==> src/rtl/mcu_link_pkg.sv <==
// Shared opcodes, FSM state types and sizing helpers for the MCU command link.
package mcu_link_pkg;

  localparam logic [7:0] CMD_GETCFG  = 8'd1;
  localparam logic [7:0] CMD_SETCFG  = 8'd2;
  localparam logic [7:0] CMD_OVERLAY = 8'd3;
  localparam logic [7:0] CMD_CURSOR  = 8'd4;
  localparam logic [7:0] CMD_TEXT    = 8'd5;
  localparam logic [7:0] CMD_ROMLOAD = 8'd6;
  localparam logic [7:0] CMD_ROMDATA = 8'd7;
  localparam logic [7:0] CMD_STATUS  = 8'd8;

  localparam logic [7:0] RPT_JOY     = 8'd1;

  typedef enum logic [1:0] {RX_IDLE, RX_PARAM, RX_ROMDATA} rx_state_t;
  typedef enum logic [1:0] {TX_IDLE, TX_REPORT, TX_STRING, TX_STATUS} tx_state_t;

  function automatic int ceil_bytes(input int bits);
    return (bits + 7) / 8;
  endfunction

endpackage

==> src/rtl/mcu_link_if.sv <==
// Byte-stream interface between the MCU UART (master) and the command link (slave).
interface mcu_link_if;
  import mcu_link_pkg::*;

  logic [7:0] rx_data;
  logic       rx_valid;
  logic [7:0] tx_data;
  logic       tx_valid;
  logic       tx_ready;

  modport master (output rx_data, output rx_valid, output tx_ready,
                  input  tx_data, input  tx_valid);
  modport slave  (input  rx_data, input  rx_valid, input  tx_ready,
                  output tx_data, output tx_valid);

endinterface

==> src/rtl/mcu_link_tx.sv <==
// Transmit side: joypad report timer, pending-request arbitration and frame serializer.
module mcu_link_tx
  import mcu_link_pkg::*;
#(
  parameter int FREQ      = 21_477_000,
  parameter int REPORT_HZ = 50,
  parameter int NJOY      = 2,
  parameter int JOY_W     = 12,
  parameter int STR_LEN   = 73,
  parameter logic [8*STR_LEN-1:0] CONF_STR = '0
) (
  input  logic                  clk,
  input  logic                  reset,
  input  logic [NJOY*JOY_W-1:0] joy,
  input  logic [7:0]            err_cnt,
  input  logic [7:0]            rom_loading,
  input  logic                  str_req,
  input  logic                  status_req,
  output logic [7:0]            tx_data,
  output logic                  tx_valid,
  input  logic                  tx_ready
);

  localparam int JB         = ceil_bytes(JOY_W);
  localparam int RPT_BYTES  = 1 + NJOY * JB;
  localparam int RPT_PERIOD = FREQ / REPORT_HZ;
  localparam int TMR_W      = $clog2(RPT_PERIOD + 1);

  tx_state_t             tx_state, tx_next;
  logic [TMR_W-1:0]      rpt_tmr;
  logic [NJOY*JOY_W-1:0] joy_snap, rpt_frame;
  logic [NJOY*JB*8-1:0]  payload;
  logic                  rpt_pending, str_pending, stat_pending;
  logic [15:0]           idx;
  logic [7:0]            cur_byte;
  logic                  last_byte;

  // Each channel is zero-padded to whole bytes, channel 0 first on the wire.
  always_comb begin
    payload = '0;
    for (int ch = 0; ch < NJOY; ch++)
      payload[ch*JB*8 +: JOY_W] = rpt_frame[ch*JOY_W +: JOY_W];
  end

  always_comb begin
    tx_next   = tx_state;
    cur_byte  = 8'h00;
    last_byte = 1'b0;
    unique case (tx_state)
      TX_IDLE: begin
        if (rpt_pending)       tx_next = TX_REPORT;
        else if (str_pending)  tx_next = TX_STRING;
        else if (stat_pending) tx_next = TX_STATUS;
      end
      TX_REPORT: begin
        if (idx == 16'd0) cur_byte = RPT_JOY;
        else              cur_byte = payload[8*(int'(idx)-1) +: 8];
        last_byte = (idx == 16'(RPT_BYTES - 1));
      end
      TX_STRING: begin
        if (idx < 16'(STR_LEN)) cur_byte = CONF_STR[8*(STR_LEN-1-int'(idx)) +: 8];
        last_byte = (idx == 16'(STR_LEN));
      end
      TX_STATUS: begin
        if (idx == 16'd0)      cur_byte = CMD_STATUS;
        else if (idx == 16'd1) cur_byte = err_cnt;
        else                   cur_byte = rom_loading;
        last_byte = (idx == 16'd2);
      end
    endcase
    if (tx_state != TX_IDLE && tx_valid && tx_ready && last_byte)
      tx_next = TX_IDLE;
  end

  // A bubble cycle follows every accepted byte, so tx_valid never depends on tx_ready combinationally.
  always_ff @(posedge clk) begin
    if (reset) begin
      tx_state     <= TX_IDLE;
      rpt_tmr      <= '0;
      joy_snap     <= '0;
      rpt_frame    <= '0;
      rpt_pending  <= 1'b0;
      str_pending  <= 1'b0;
      stat_pending <= 1'b0;
      idx          <= '0;
      tx_data      <= 8'h00;
      tx_valid     <= 1'b0;
    end else begin
      tx_state <= tx_next;
      if (tx_state == TX_IDLE) begin
        idx <= '0;
        case (tx_next)
          TX_REPORT: begin
            rpt_pending <= 1'b0;
            rpt_frame   <= joy_snap;
          end
          TX_STRING: str_pending  <= 1'b0;
          TX_STATUS: stat_pending <= 1'b0;
          default: ;
        endcase
      end else if (!tx_valid) begin
        tx_data  <= cur_byte;
        tx_valid <= 1'b1;
      end else if (tx_ready) begin
        tx_valid <= 1'b0;
        idx      <= idx + 16'd1;
      end
      // New requests come after the clears so one arriving as its frame starts is not lost.
      if (str_req)    str_pending  <= 1'b1;
      if (status_req) stat_pending <= 1'b1;
      if (rpt_tmr == TMR_W'(RPT_PERIOD - 1)) begin
        rpt_tmr     <= '0;
        joy_snap    <= joy;
        rpt_pending <= 1'b1;
      end else begin
        rpt_tmr <= rpt_tmr + 1'b1;
      end
    end
  end

endmodule

==> src/rtl/mcu_link.sv <==
// MCU command engine: decodes UART command bytes into core strobes and hands replies to mcu_link_tx.
module mcu_link
  import mcu_link_pkg::*;
#(
  parameter int FREQ        = 21_477_000,
  parameter int REPORT_HZ   = 50,
  parameter int NJOY        = 2,
  parameter int JOY_W       = 12,
  parameter int CFG_W       = 32,
  parameter int TEXT_COLS   = 32,
  parameter int TIMEOUT_CYC = FREQ / 100,
  parameter int STR_LEN     = 73,
  parameter logic [8*STR_LEN-1:0] CONF_STR =
    "MCU_LINK;;O1,Aspect ratio,4:3,16:9;O2,Scanlines,Off,On;T0,Reset;V,v2.0.10"
) (
  input  logic                  clk,
  input  logic                  reset,
  mcu_link_if.slave             link,
  input  logic [NJOY*JOY_W-1:0] joy,
  output logic                  overlay,
  output logic [CFG_W-1:0]      core_config,
  output logic [7:0]            rom_loading,
  output logic [7:0]            rom_do,
  output logic                  rom_do_valid,
  output logic [7:0]            x_wr,
  output logic [7:0]            y_wr,
  output logic [7:0]            char_wr,
  output logic                  we,
  output logic [7:0]            err_cnt
);

  localparam int CFG_BYTES = CFG_W / 8;
  localparam int TMO_W     = $clog2(TIMEOUT_CYC + 1);

  rx_state_t        rx_state, rx_next;
  logic [7:0]       cmd;
  logic [7:0]       param_idx;
  logic [CFG_W-1:0] cfg_shift, cfg_next;
  logic [23:0]      rom_len;
  logic [7:0]       cursor_x, cursor_y;
  logic [TMO_W-1:0] tmo_cnt;
  logic             tmo_hit, param_last, timeout, bad_op;
  logic             str_req, status_req;
  logic [7:0]       tx_data_w;
  logic             tx_valid_w;

  assign cfg_next = CFG_W'({cfg_shift, link.rx_data});
  assign tmo_hit  = (tmo_cnt == TMO_W'(TIMEOUT_CYC - 1));

  always_comb begin
    rx_next    = rx_state;
    param_last = 1'b0;
    timeout    = 1'b0;
    bad_op     = 1'b0;
    case (rx_state)
      RX_IDLE: begin
        if (link.rx_valid) begin
          case (link.rx_data)
            CMD_GETCFG, CMD_STATUS: ;
            CMD_SETCFG, CMD_OVERLAY, CMD_CURSOR, CMD_TEXT,
            CMD_ROMLOAD, CMD_ROMDATA: rx_next = RX_PARAM;
            default: bad_op = 1'b1;
          endcase
        end
      end
      RX_PARAM: begin
        if (link.rx_valid) begin
          case (cmd)
            CMD_SETCFG:  param_last = (param_idx == 8'(CFG_BYTES - 1));
            CMD_CURSOR:  param_last = (param_idx == 8'd1);
            CMD_TEXT:    param_last = (link.rx_data == 8'h00);
            CMD_ROMDATA: param_last = (param_idx == 8'd2);
            default:     param_last = 1'b1;
          endcase
          if (param_last)
            rx_next = (cmd == CMD_ROMDATA && {rom_len[15:0], link.rx_data} != 24'd0)
                      ? RX_ROMDATA : RX_IDLE;
        end else if (tmo_hit) begin
          timeout = 1'b1;
          rx_next = RX_IDLE;
        end
      end
      RX_ROMDATA: begin
        if (link.rx_valid) begin
          if (rom_len == 24'd1) rx_next = RX_IDLE;
        end else if (tmo_hit) begin
          timeout = 1'b1;
          rx_next = RX_IDLE;
        end
      end
      default: rx_next = RX_IDLE;
    endcase
  end

  // core_config only loads on the final byte, so an aborted SETCFG leaves it untouched.
  always_ff @(posedge clk) begin
    if (reset) begin
      rx_state     <= RX_IDLE;
      cmd          <= 8'h00;
      param_idx    <= 8'h00;
      cfg_shift    <= '0;
      rom_len      <= 24'd0;
      cursor_x     <= 8'h00;
      cursor_y     <= 8'h00;
      tmo_cnt      <= '0;
      str_req      <= 1'b0;
      status_req   <= 1'b0;
      overlay      <= 1'b1;
      core_config  <= '0;
      rom_loading  <= 8'h00;
      rom_do       <= 8'h00;
      rom_do_valid <= 1'b0;
      x_wr         <= 8'h00;
      y_wr         <= 8'h00;
      char_wr      <= 8'h00;
      we           <= 1'b0;
      err_cnt      <= 8'h00;
    end else begin
      rx_state     <= rx_next;
      we           <= 1'b0;
      rom_do_valid <= 1'b0;
      str_req      <= 1'b0;
      status_req   <= 1'b0;
      if (rx_state == RX_IDLE || link.rx_valid) tmo_cnt <= '0;
      else                                      tmo_cnt <= tmo_cnt + 1'b1;
      if ((bad_op || timeout) && err_cnt != 8'hFF) err_cnt <= err_cnt + 8'd1;
      case (rx_state)
        RX_IDLE: begin
          if (link.rx_valid) begin
            cmd        <= link.rx_data;
            param_idx  <= 8'h00;
            cfg_shift  <= '0;
            rom_len    <= 24'd0;
            str_req    <= (link.rx_data == CMD_GETCFG);
            status_req <= (link.rx_data == CMD_STATUS);
          end
        end
        RX_PARAM: begin
          if (link.rx_valid) begin
            param_idx <= param_idx + 8'd1;
            case (cmd)
              CMD_SETCFG: begin
                cfg_shift <= cfg_next;
                if (param_last) core_config <= cfg_next;
              end
              CMD_OVERLAY: overlay <= link.rx_data[0];
              CMD_CURSOR: begin
                if (param_idx == 8'h00) cursor_x <= link.rx_data;
                else                    cursor_y <= link.rx_data;
              end
              CMD_TEXT: begin
                if (link.rx_data != 8'h00 && cursor_x < 8'(TEXT_COLS)) begin
                  x_wr     <= cursor_x;
                  y_wr     <= cursor_y;
                  char_wr  <= link.rx_data;
                  we       <= 1'b1;
                  cursor_x <= cursor_x + 8'd1;
                end
              end
              CMD_ROMLOAD: rom_loading <= link.rx_data;
              CMD_ROMDATA: rom_len     <= {rom_len[15:0], link.rx_data};
              default: ;
            endcase
          end
        end
        RX_ROMDATA: begin
          if (link.rx_valid) begin
            rom_do       <= link.rx_data;
            rom_do_valid <= 1'b1;
            rom_len      <= rom_len - 24'd1;
          end
        end
        default: ;
      endcase
    end
  end

  mcu_link_tx #(
    .FREQ      (FREQ),
    .REPORT_HZ (REPORT_HZ),
    .NJOY      (NJOY),
    .JOY_W     (JOY_W),
    .STR_LEN   (STR_LEN),
    .CONF_STR  (CONF_STR)
  ) u_tx (
    .clk         (clk),
    .reset       (reset),
    .joy         (joy),
    .err_cnt     (err_cnt),
    .rom_loading (rom_loading),
    .str_req     (str_req),
    .status_req  (status_req),
    .tx_data     (tx_data_w),
    .tx_valid    (tx_valid_w),
    .tx_ready    (link.tx_ready)
  );

  assign link.tx_data  = tx_data_w;
  assign link.tx_valid = tx_valid_w;

endmodule
==> src/flat_wrapper.sv <==
// flat-port wrapper written by rule: the top's interface ports become plain ports
module mcu_link_flat import mcu_link_pkg::*;
#(
  parameter int FREQ        = 21_477_000,
  parameter int REPORT_HZ   = 50,
  parameter int NJOY        = 2,
  parameter int JOY_W       = 12,
  parameter int CFG_W       = 32,
  parameter int TEXT_COLS   = 32,
  parameter int TIMEOUT_CYC = FREQ / 100,
  parameter int STR_LEN     = 73,
  parameter logic [8*STR_LEN-1:0] CONF_STR =
    "                                                                         "
)
  (clk, reset, joy, overlay, core_config, rom_loading, rom_do, rom_do_valid, x_wr, y_wr, char_wr, we, err_cnt, link_rx_data, link_rx_valid, link_tx_ready, link_tx_data, link_tx_valid);
  mcu_link_if link_i ();
  input  logic clk;
  input  logic reset;
  input  logic [NJOY*JOY_W-1:0] joy;
  output logic overlay;
  output logic [CFG_W-1:0] core_config;
  output logic [7:0] rom_loading;
  output logic [7:0] rom_do;
  output logic rom_do_valid;
  output logic [7:0] x_wr;
  output logic [7:0] y_wr;
  output logic [7:0] char_wr;
  output logic we;
  output logic [7:0] err_cnt;
  input wire logic [$bits(link_i.rx_data)-1:0] link_rx_data;
  input wire logic [$bits(link_i.rx_valid)-1:0] link_rx_valid;
  input wire logic [$bits(link_i.tx_ready)-1:0] link_tx_ready;
  output wire logic [$bits(link_i.tx_data)-1:0] link_tx_data;
  output wire logic [$bits(link_i.tx_valid)-1:0] link_tx_valid;
  assign link_i.rx_data = link_rx_data;
  assign link_i.rx_valid = link_rx_valid;
  assign link_i.tx_ready = link_tx_ready;
  assign link_tx_data = link_i.tx_data;
  assign link_tx_valid = link_i.tx_valid;
  mcu_link #(.FREQ(FREQ), .REPORT_HZ(REPORT_HZ), .NJOY(NJOY), .JOY_W(JOY_W), .CFG_W(CFG_W), .TEXT_COLS(TEXT_COLS), .TIMEOUT_CYC(TIMEOUT_CYC), .STR_LEN(STR_LEN), .CONF_STR(CONF_STR)) u_core (.clk(clk), .reset(reset), .link(link_i), .joy(joy), .overlay(overlay), .core_config(core_config), .rom_loading(rom_loading), .rom_do(rom_do), .rom_do_valid(rom_do_valid), .x_wr(x_wr), .y_wr(y_wr), .char_wr(char_wr), .we(we), .err_cnt(err_cnt));
endmodule
==> config.mk <==
export PLATFORM = sky130hd
export DESIGN_NAME = mcu_link_flat
export DESIGN_NICKNAME = d
export VERILOG_FILES = /design/src/rtl/mcu_link_pkg.sv /design/src/rtl/mcu_link_if.sv /design/src/rtl/mcu_link_tx.sv /design/src/rtl/mcu_link.sv /design/src/flat_wrapper.sv
export SDC_FILE = /design/constraint.sdc
export NUM_CORES = 1
export LEC_CHECK = 0
export ABC_AREA = 0
export BUFFER_PORTS_ARGS = -buffer_cell sky130_fd_sc_hd__buf_2
export CAP_MARGIN = 20
export CORE_MARGIN = 4
export CORE_UTILIZATION = 35
export DETAILED_ROUTE_END_ITERATION = 12
export PLACE_DENSITY = 0.54
export SYNTH_ARGS = -nofsm -noshare
export SYNTH_HDL_FRONTEND = slang
export SYNTH_HIERARCHICAL = 1
export SYNTH_SLANG_ARGS = --single-unit
==> constraint.sdc <==
create_clock -name clk -period 2.7 [get_ports clk]
set_input_delay 0.135 -clock clk [delete_from_list [all_inputs] [get_ports clk]]
set_output_delay 0.135 -clock clk [all_outputs]
set_load 0.02 [all_outputs]
== Yosys cells after proc, flatten, opt, wreduce, memory -nomap -nowiden ==
Cells that the tools add are included.

* Logic and storage cells: 205
* Register bits: 282
* Output and inout port bits: 92
* Input bits: 36

* Eq/ne operators: 43
* Bitwise operators: 8
* Multiplexer cells: 59
* Reductions and logical operators: 52
* Shift-type cells: 2
* Add/subtract/negate cells: 9
* $lt $le $gt $ge: 2

{| class="wikitable"
|+ Operators by type and width
! operator !! number
|-
| variable part select 584 x 20 -> 8 bit (first input constant) || 1
|-
| two-way mux 24 bit || 7
|-
| one-hot mux 24 bit (3 select lines) || 1
|-
| equality test 8 x 3 -> 1 bit (second input constant) || 8
|-
| two-way mux 8 bit || 8
|-
| equality test 8 x 2 -> 1 bit (second input constant) || 6
|-
| one-hot mux 24 bit (2 select lines) || 1
|-
| one-hot mux 8 bit (2 select lines) || 2
|-
| variable part select 32 x 20 -> 8 bit || 1
|-
| two-way mux 2 bit || 13
|-
| adder 8 x 1 -> 8 bit (second input constant) || 3
|-
| equality test 24 x 1 -> 1 bit (second input constant) || 1
|-
| one-hot mux 8 bit (3 select lines) || 1
|-
| nonzero test 24 bit || 1
|-
| subtractor 24 x 1 -> 24 bit (second input constant) || 1
|-
| two-way mux 1 bit || 23
|-
| AND reduction 4 bit || 5
|-
| adder 19 x 1 -> 19 bit (second input constant) || 1
|-
| equality test 19 bit (second input constant) || 1
|-
| adder 18 x 1 -> 18 bit (second input constant) || 1
|-
| equality test 18 bit (second input constant) || 1
|-
| nonzero test 2 bit || 9
|-
| subtractor 16 x 1 -> 17 bit (second input constant) || 1
|-
| subtractor 7 x 16 -> 17 bit (first input constant) || 1
|-
| 34 further kinds || 77
|}

== Depth between registers and ports, before layout ==
Gate-level depths: netlist (run 1).

* Depth after elaboration: 9
* Gate-level depth with buffers: 11
* Gate-level depth less buffers: 8

== Cells and area by module ==
Netlist (run 1), hierarchy kept.

{| class="wikitable"
|+ Modules (own cells, without submodules)
! module !! sequential area each (sq um) !! cells an instance !! times used !! area each (sq um)
|-
| mcu_link || 3703.6 || 977 || 1 || 7961.4
|-
| mcu_link_tx || 1941.9 || 499 || 1 || 4361.7
|}

== Worst setup path before layout (run 1) ==
Ideal clock, no wire load.

* Path kind: flip-flop to flip-flop
* Start point: reg u_core.rx_state[1]
* End point: reg u_core.core_config[6]
* Setup slack: 0.474 ns
* Arrival: 2.156 ns
* Setup time: 0.070 ns
* Stages on the path, launching flop included: 12
* Period minus slack after synthesis: 2.226 ns
* Required time: 2.630 ns
* Buffers on the path: 3
* Cell sequence: dfxtp_1 inv_1 ha_1 buf_2 and2_1 nand3_1 nor4_2 and2_0 clkbuf_1 buf_2 nand2_1 a21oi_1

* Word-level cells in the longest chain between the ends: 3

{| class="wikitable"
|+ RTL lines
! item !! RTL line !! text
|-
| start, declared || mcu_link.sv:35 || <nowiki>rx_state_t rx_state, rx_next;</nowiki>
|-
| start signal, assigned || mcu_link.sv:119 || <nowiki>rx_state <= rx_next;</nowiki>
|-
| equality test 2 x 1 -> 1 bit * || mcu_link.sv:55, mcu_link.sv:127 ||
|-
| two-way mux 1 bit || mcu_link.sv:55 || <nowiki>case (rx_state)</nowiki>
|-
| AND reduction 4 bit (no line) * || - ||
|-
| end signal, assigned || mcu_link.sv:144 || <nowiki>if (param_last) core_config <= cfg_next;</nowiki>
|-
| end, declared || mcu_link.sv:21 || <nowiki>output logic [CFG_W-1:0] core_config,</nowiki>
|}

Every way passes the cells marked *; elsewhere a longest branch is shown, timed or not.
A chain may end at the register's enable or synchronous reset.

== Final worst setup path (run 1) ==
* Start point: reg u_core.cmd[7]
* End point: reg u_core.rom_len[13]

* Word-level cells in the longest chain between the ends: 3

{| class="wikitable"
|+ RTL lines
! item !! RTL line !! text
|-
| start, declared || mcu_link.sv:36 || <nowiki>logic [7:0] cmd;</nowiki>
|-
| start signal, assigned || mcu_link.sv:130 || <nowiki>cmd <= link.rx_data;</nowiki>
|-
| equality test 8 x 3 -> 1 bit || mcu_link.sv:141 || <nowiki>case (cmd)</nowiki>
|-
| != test 2 x 1 -> 1 bit (no line) || - ||
|-
| AND reduction 5 bit (no line) || - ||
|-
| end signal, assigned || mcu_link.sv:161 || <nowiki>CMD_ROMDATA: rom_len <= {rom_len[15:0], link.rx_data};</nowiki>
|-
| end signal, assigned || mcu_link.sv:170 || <nowiki>rom_len <= rom_len - 24'd1;</nowiki>
|-
| end, declared || mcu_link.sv:39 || <nowiki>logic [23:0] rom_len;</nowiki>
|}

Every way passes these cells.

==> flow_metrics.tcl, run 1 <==
set metrics [dict create \
    ys_types 77 \
    skew_ps 8.657 \
    antenna_found_initial 1 \
    status "completed" \
    ys_seq_area_share_pct 45.81 \
    via_per_inst 5.094 \
    core_um2 34630 \
    final_common_cell "dfxtp_1" \
    ys_seq_elements 282 \
    drive_gt1_share_pct 15.45 \
    track_usage_pct 17.10 \
    required_ps 3180 \
    endpoint_kind "flip-flop" \
    place.gp.congestion 0.8405 \
    clk_pin_slew_ps 60 \
    ctsHtreeMaxLevel 1 \
    grt_pass1_vias 10040 \
    final-hold-violation-count 0 \
    ff2ff_setup_slack_ps 300 \
    power_frac_clock_pct 47.4 \
    worstSetupPathType "reg -> reg" \
    p_comb_share_pct 6.5 \
    p_leak_nw 5.486 \
    clk_latency_ps 560 \
    setup_viol 0 \
    ctsRootBufferMaster "clkbuf_16" \
    io_pins 128 \
    slowest_stage "or4b_4" \
    routed_wl_mm 34.25 \
    async_flop_share_pct 0 \
    cts_resized 0 \
    vdd_drop_max_uv 429.5 \
    netlist_instances 1476 \
    area_growth_pct 19.47 \
    most-common-layout-cells "282 x dfxtp_1, 246 x nand2_1, 191 x nor2_1" \
    drc_errors 0 \
    syn_area_um2 12320 \
    cts_sinks 282 \
    die_h_um 195.6 \
    synthesis.nets 1528 \
    path_delay_family "compound AO/OA/AOI/OAI gates" \
    diodes 0 \
    port_buffers 127 \
    r2r_cells 6 \
    row_count 68 \
    start_util_pct 35.59 \
    synth_edf_count 0 \
    wl_per_cell_um 16.47 \
    dp_hpwl_mm 23.07 \
    yosysWarnings 6 \
    grt_max_degree 80 \
    critPathMaxStageDelay_ps 550 \
    whs_path_depth 3 \
    wl_met3_mm 1.494 \
    wl_met2_mm 15.94 \
    start_kind "flip-flop" \
    cts_tree "yes" \
    setup_tns_ps 0 \
    first_pass_iters 5 \
    hold_path_end "u_core/core_config[5]$_SDFFE_PP0P_" \
    drt_iter0_markers 667 \
    p_per_area_nw_per_um2 622.2 \
    timing.rr.start "u_core/cmd[7]$_SDFFE_PP0P_" \
    min_period_ps 2404 \
    final_util_pct 42.52 \
    die_x_um 195.6 \
    num_vias 10600 \
    synth-main-ff-cell "dfxtp_1" \
    wl_met1_mm 16.04 \
    nets 1657 \
    hold_start "link_rx_data[5]" \
    grt_pass1_wl_mm 54.48 \
    cp.buffers_inverters 0 \
    highest_layer "met4" \
    path_cells "or4b_4 -> o41ai_4 -> o311a_4 -> nand2_4 -> or2_0 -> o21ai_1" \
    seqPwrFrac_pct 46.1 \
    avgSynthCellArea_um2 8.349 \
    timing.final.crit_share_pct 89.04 \
    dieArea_um2 38280 \
    drtAntennaViolNets 0 \
    rsz0062_at_grt "no" \
    numCtsBuffers 31 \
    overflow 0 \
    r2r-end "u_core/rom_len[13]$_SDFFE_PP0P_" \
    p_sw_w 0.002144 \
    drv_cap 0 \
    cp_max_fo 8 \
    p_sw_share_pct 23.40 \
    internal_power_w 0.007017 \
    fmax_mhz 415.9 \
    clockBufferDepth 3 \
    max_slew_margin_pct 41.06 \
    hp-class "in -> reg" \
    crit_arrival_ps 2890 \
    finalMaxSlewViolations 0 \
    worst_pin_slew_ps 884.1 \
]
cell families (layout without fill, tap and decap cells):
kind of cell / Yosys count / count (layout) / synth area share, %
XOR/XNOR: 61 / 61 / 4.335
AND/OR/NAND/NOR: 657 / 657 / 24.80
flip-flops: 282 / 282 / 45.81
multiplexers: 60 / 60 / 5.290
adder cells (fa/ha/maj): 16 / 16 / 1.625
buffers and inverters: 124 / 273 / 4.468
AO/OA/AOI/OAI: 276 / 276 / 13.67
through the flow:
step	cells	setup slack (ps)	cell area [um2]	hold slack, ps	power, W
detailed placement	2000	314.6	13400	376.9	0.004878
global route	2080	95.60	14720	17.23	0.009515
finish	2080	295.8	14720	18.24	0.009161
global placement	2000	339.6	13400	370.7	0.004876
CTS	2080	289.5	14720	1.098	0.009290
floorplan	1476	473.6	12320	219.4	0.004675
final cells by class:
| cell class | instances | area (um2) |
|---|---|---|
| clock buffers | 41 | 873.3 |
| clock inverters | 12 | 175.2 |
| fillers | 3492 | 19910 |
| inverters | 27 | 101.3 |
| multi-input cells | 1070 | 6141 |
| flip-flops and latches | 282 | 5645 |
| well taps | 455 | 569.3 |
| repair buffers | 193 | 1217 |
worst max path at each step:
stage	endpoint	slack, ps	start	depth (start not counted)
2_1_floorplan	u_core/core_config[6]$_SDFFE_PP0P_	470	u_core/rx_state[1]$_SDFFE_PP0P_	11
3_3_place_gp	u_core/rom_len[13]$_SDFFE_PP0P_	340	u_core/cmd[7]$_SDFFE_PP0P_	6
3_5_place_dp	u_core/rom_len[13]$_SDFFE_PP0P_	310	u_core/cmd[7]$_SDFFE_PP0P_	6
4_1_cts	u_core/rom_len[13]$_SDFFE_PP0P_	290	u_core/cmd[7]$_SDFFE_PP0P_	6
5_1_grt	u_core/err_cnt[3]$_SDFFE_PP0P_	100	u_core/tmo_cnt[3]$_SDFF_PP0_	6
6_report	u_core/rom_len[13]$_SDFFE_PP0P_	300	u_core/cmd[7]$_SDFFE_PP0P_	6
sequential cells by signal, summed over array words and instances, names as in the netlist, 16 cells and up:
register and cells:
u_core/core_config 32, u_core/rom_len 24, u_core/tmo_cnt 18, u_core/cfg_shift 24
u_core/u_tx/rpt_tmr 19, u_core/u_tx/joy_snap 24, u_core/u_tx/rpt_frame 24, u_core/u_tx/idx 16
Yosys cell counts (3+ instances only):
cell type	number	area, um2
clkbuf_1	75	281.5
a22oi_1	35	262.8
a31oi_1	8	50.05
ha_1	16	200.2
inv_1	27	101.4
or3_1	16	100.1
nor2b_1	6	37.54
or4_1	8	60.06
dfxtp_1	282	5645
mux4_2	4	90.09
and2_1	7	43.79
nor3_1	23	115.1
nor2_1	191	716.9
nor4_1	19	118.9
a211oi_1	3	22.52
or2_2	8	50.05
buf_2	12	60.06
and3_1	9	56.30
nor3b_1	12	90.09
and3_2	4	30.03
o2111ai_1	4	35.03
nand2_1	246	923.4
o22ai_1	11	68.82
o32ai_1	7	61.31
o21ai_0	28	140.1
mux2i_1	55	550.5
a21oi_1	142	710.7
nand4_1	19	118.9
nand2b_1	10	62.56
o21ai_1	10	50.05
xnor2_1	29	254.0
xor2_1	32	280.3
clkbuf_8	5	68.82
o31ai_1	8	60.06
nand3_1	52	260.3
what timing repair did:
item,in CTS,in global routing
hold buffers,27,0
hold endpoints to repair,30,0
buffers inserted,0,0
metal layers:
layer / vias up / GRT usage (%)
met3: 50 / 2.226
met5: - / 0
met2: 237 / 28.29
met4: 0 / 3.853
met1: 4951 / 23.91
li1: 5357 / -
worst register-to-register path: cells and delay by family (launching register included):
kind	cells	cell delay [ps]
AOI/OAI and AO/OA	3	1010
DFF	1	320
and+or+nand+nor	3	1010
power groups by stage:
| stage | sequential (W) | combinational (W) | clock, W |
|---|---|---|---|
| floorplan | 0.00431 | 0.000364 | 0 |
| global placement | 0.00431 | 0.000562 | 0 |
| detailed placement | 0.00432 | 0.000562 | 0 |
| CTS | 0.00422 | 0.000596 | 0.00447 |
| global route | 0.00423 | 0.000651 | 0.00464 |
| finish | 0.00422 | 0.000593 | 0.00434 |
Note: power is estimated with default switching activity, not from simulation.
==> run 2, diff against run 1 <==
--- a/config.mk
+++ b/config.mk
@@ -9,9 +9,9 @@
 export BUFFER_PORTS_ARGS = -buffer_cell sky130_fd_sc_hd__buf_2
 export CAP_MARGIN = 20
 export CORE_MARGIN = 4
-export CORE_UTILIZATION = 35
+export CORE_UTILIZATION = 59
 export DETAILED_ROUTE_END_ITERATION = 12
-export PLACE_DENSITY = 0.54
+export PLACE_DENSITY = 0.82
 export SYNTH_ARGS = -nofsm -noshare
 export SYNTH_HDL_FRONTEND = slang
 export SYNTH_HIERARCHICAL = 1
==> flow_metrics.tcl, run 2 (synthesized netlist as in run 1, its figures left out) <==
set metrics [dict create \
    cts_tree "yes" \
    antenna_found_initial 0 \
    n_fill_cell 1541 \
    gr-usage-met3_pct 4.005 \
    track_usage_pct 26.27 \
    p_per_area_nw_per_um2 610.0 \
    die_x_um 152.5 \
    most-common-layout-cells "282 x dfxtp_1, 246 x nand2_1, 191 x nor2_1" \
    drv_cap 0 \
    cp.buffers_inverters 0 \
    slowest_stage "or4_1" \
    finalMaxSlewViolations 0 \
    regMostFlops "u_core/core_config" \
    drc_errors 0 \
    vdd_drop_max_uv 559.2 \
    timing.final.crit_share_pct 90.84 \
    max_slew_margin_pct 34.42 \
    p_leak_nw 5.417 \
    path_delay_family "simple AND/OR/NAND/NOR gates" \
    first_pass_iters 5 \
    area_growth_pct 16.39 \
    final_common_cell "dfxtp_1" \
    grtUsageMet2_pct 44.88 \
    ctsHtreeMaxLevel 1 \
    cts_setup_buffers 0 \
    core_um2 20360 \
    ctsRootBufferMaster "clkbuf_16" \
    grt_max_degree 101 \
    endpoint_kind "flip-flop" \
    grt_pass1_vias 10560 \
    overflow 0 \
    use_met1_pct 34.67 \
    port_buffers 127 \
    required_ps 3160 \
    min_period_ps 2453 \
    postLayoutCellArea_um2 14340 \
    setup_tns_ps 0 \
    start_util_pct 60.51 \
    fmax_mhz 407.7 \
    placed_area_um2 13140 \
    grt_pass1_wl_mm 52.33 \
    holdWs_ps 31.88 \
    place.gp.congestion 0.9250 \
    via_per_inst 5.826 \
    row_count 52 \
    cts_sinks 282 \
    rsz0062_at_grt "no" \
    numCtsBuffers 28 \
    dieArea_um2 23260 \
    largest_register_ffs 32 \
    diodes 0 \
    drive_gt1_share_pct 15.03 \
    worst_pin_slew_ps 983.7 \
    critPathMaxStageDelay_ps 560 \
    worstSetupPathType "reg -> reg" \
    clk_pin_slew_ps 60 \
    path_cells "or4b_1 -> nor4_1 -> and4bb_2 -> o22ai_1 -> or4_1 -> a21oi_1" \
    dp_hpwl_mm 20.90 \
    routed_wl_mm 31.92 \
    status "completed" \
    clk_latency_ps 540 \
    io_pins 128 \
    skew_ps 8.057 \
    hold_start "link_rx_data[5]" \
    clockBufferDepth 3 \
    num_vias 10990 \
    top_usage_layer "met2" \
    timing.rr.start "u_core/tmo_cnt[12]$_SDFF_PP0_" \
    drtAntennaViolNets 0 \
    wl_per_cell_um 16.91 \
    start_kind "flip-flop" \
    nets 1649 \
    cp_max_fo 12 \
    setup.worst_path.start "u_core/tmo_cnt[12]$_SDFF_PP0_" \
    drt_iter0_markers 882 \
    die_h_um 152.5 \
    hp-class "in -> reg" \
    crit_arrival_ps 2920 \
    setup_viol 0 \
    final-hold-violation-count 0 \
]
[run 2: cell count changes in the layout (fill, tap and decap cells not counted)]
cell	previous run	this run
clkbuf_8	6	4
clkinv_2	3	7
clkbuf_16	31	29
clkbuf_1	4	5
dlygate4sd3_1	27	26
clkinvlp_4	3	2
bufinv_16	4	3
clkinv_4	2	0
buf_4	38	34
[run 2: area by class of cell]
class                           count  area, um2  area share (%)
Multi-Input combinational cell   1070       6141           42.82
Clock inverter                     12      140.1          0.9771
Clock buffer                       38      799.5           5.574
Inverter                           27      101.3          0.7066
Tap cell                          270      337.8           2.355
Sequential cell                   282       5645           39.36
Timing Repair Buffer              188       1177           8.209
[run 2: routing by layer]
layer	share of wire [%]	vias up
met3	6.7	72
met2	49	387
met4	2.5	0
li1	-	5338
met5	0	-
met1	42	5196
[run 2: what timing repair did]
item                                   in CTS  in global routing
endpoints found under the hold margin      28                  0
resized for setup                           0                  0
hold buffers                               26                  0
[run 2: final timing paths]
check,end,slack (ps),depth (start not counted)
worst max-delay path,u_core/err_cnt[3]$_SDFFE_PP0P_,250,6
worst min-delay path,u_core/cmd[5]$_SDFFE_PP0P_,30,3
worst max register to register,u_core/err_cnt[3]$_SDFFE_PP0P_,250,6
worst min register to register,u_core/u_tx/str_pending$_SDFFE_PP0P_,450,2
[run 2: tightest hold or removal path: stages]
cell and delay, ps:
buf_2 220, nand2_1 100, a21oi_1 60
[run 2: stage by stage]
step	instances	total power, W	util (%)	setup slack [ps]
floorplan	1476	0.004675	-	473.6
global placement	1811	0.004853	64.54	374.4
detailed placement	1811	0.004862	64.54	288.8
CTS	1887	0.008785	70.43	275.7
global route	1887	0.009034	70.43	55.69
finish	1887	0.008749	70.43	247.4
[run 2: power breakdown]
group / leakage (nW) / switching [W] / internal [W]
sequential: 2.27 / 0.0000298 / 0.00419
clock: 0.462 / 0.00158 / 0.00235
combinational: 2.68 / 0.000397 / 0.000200
total: 5.42 / 0.00201 / 0.00674
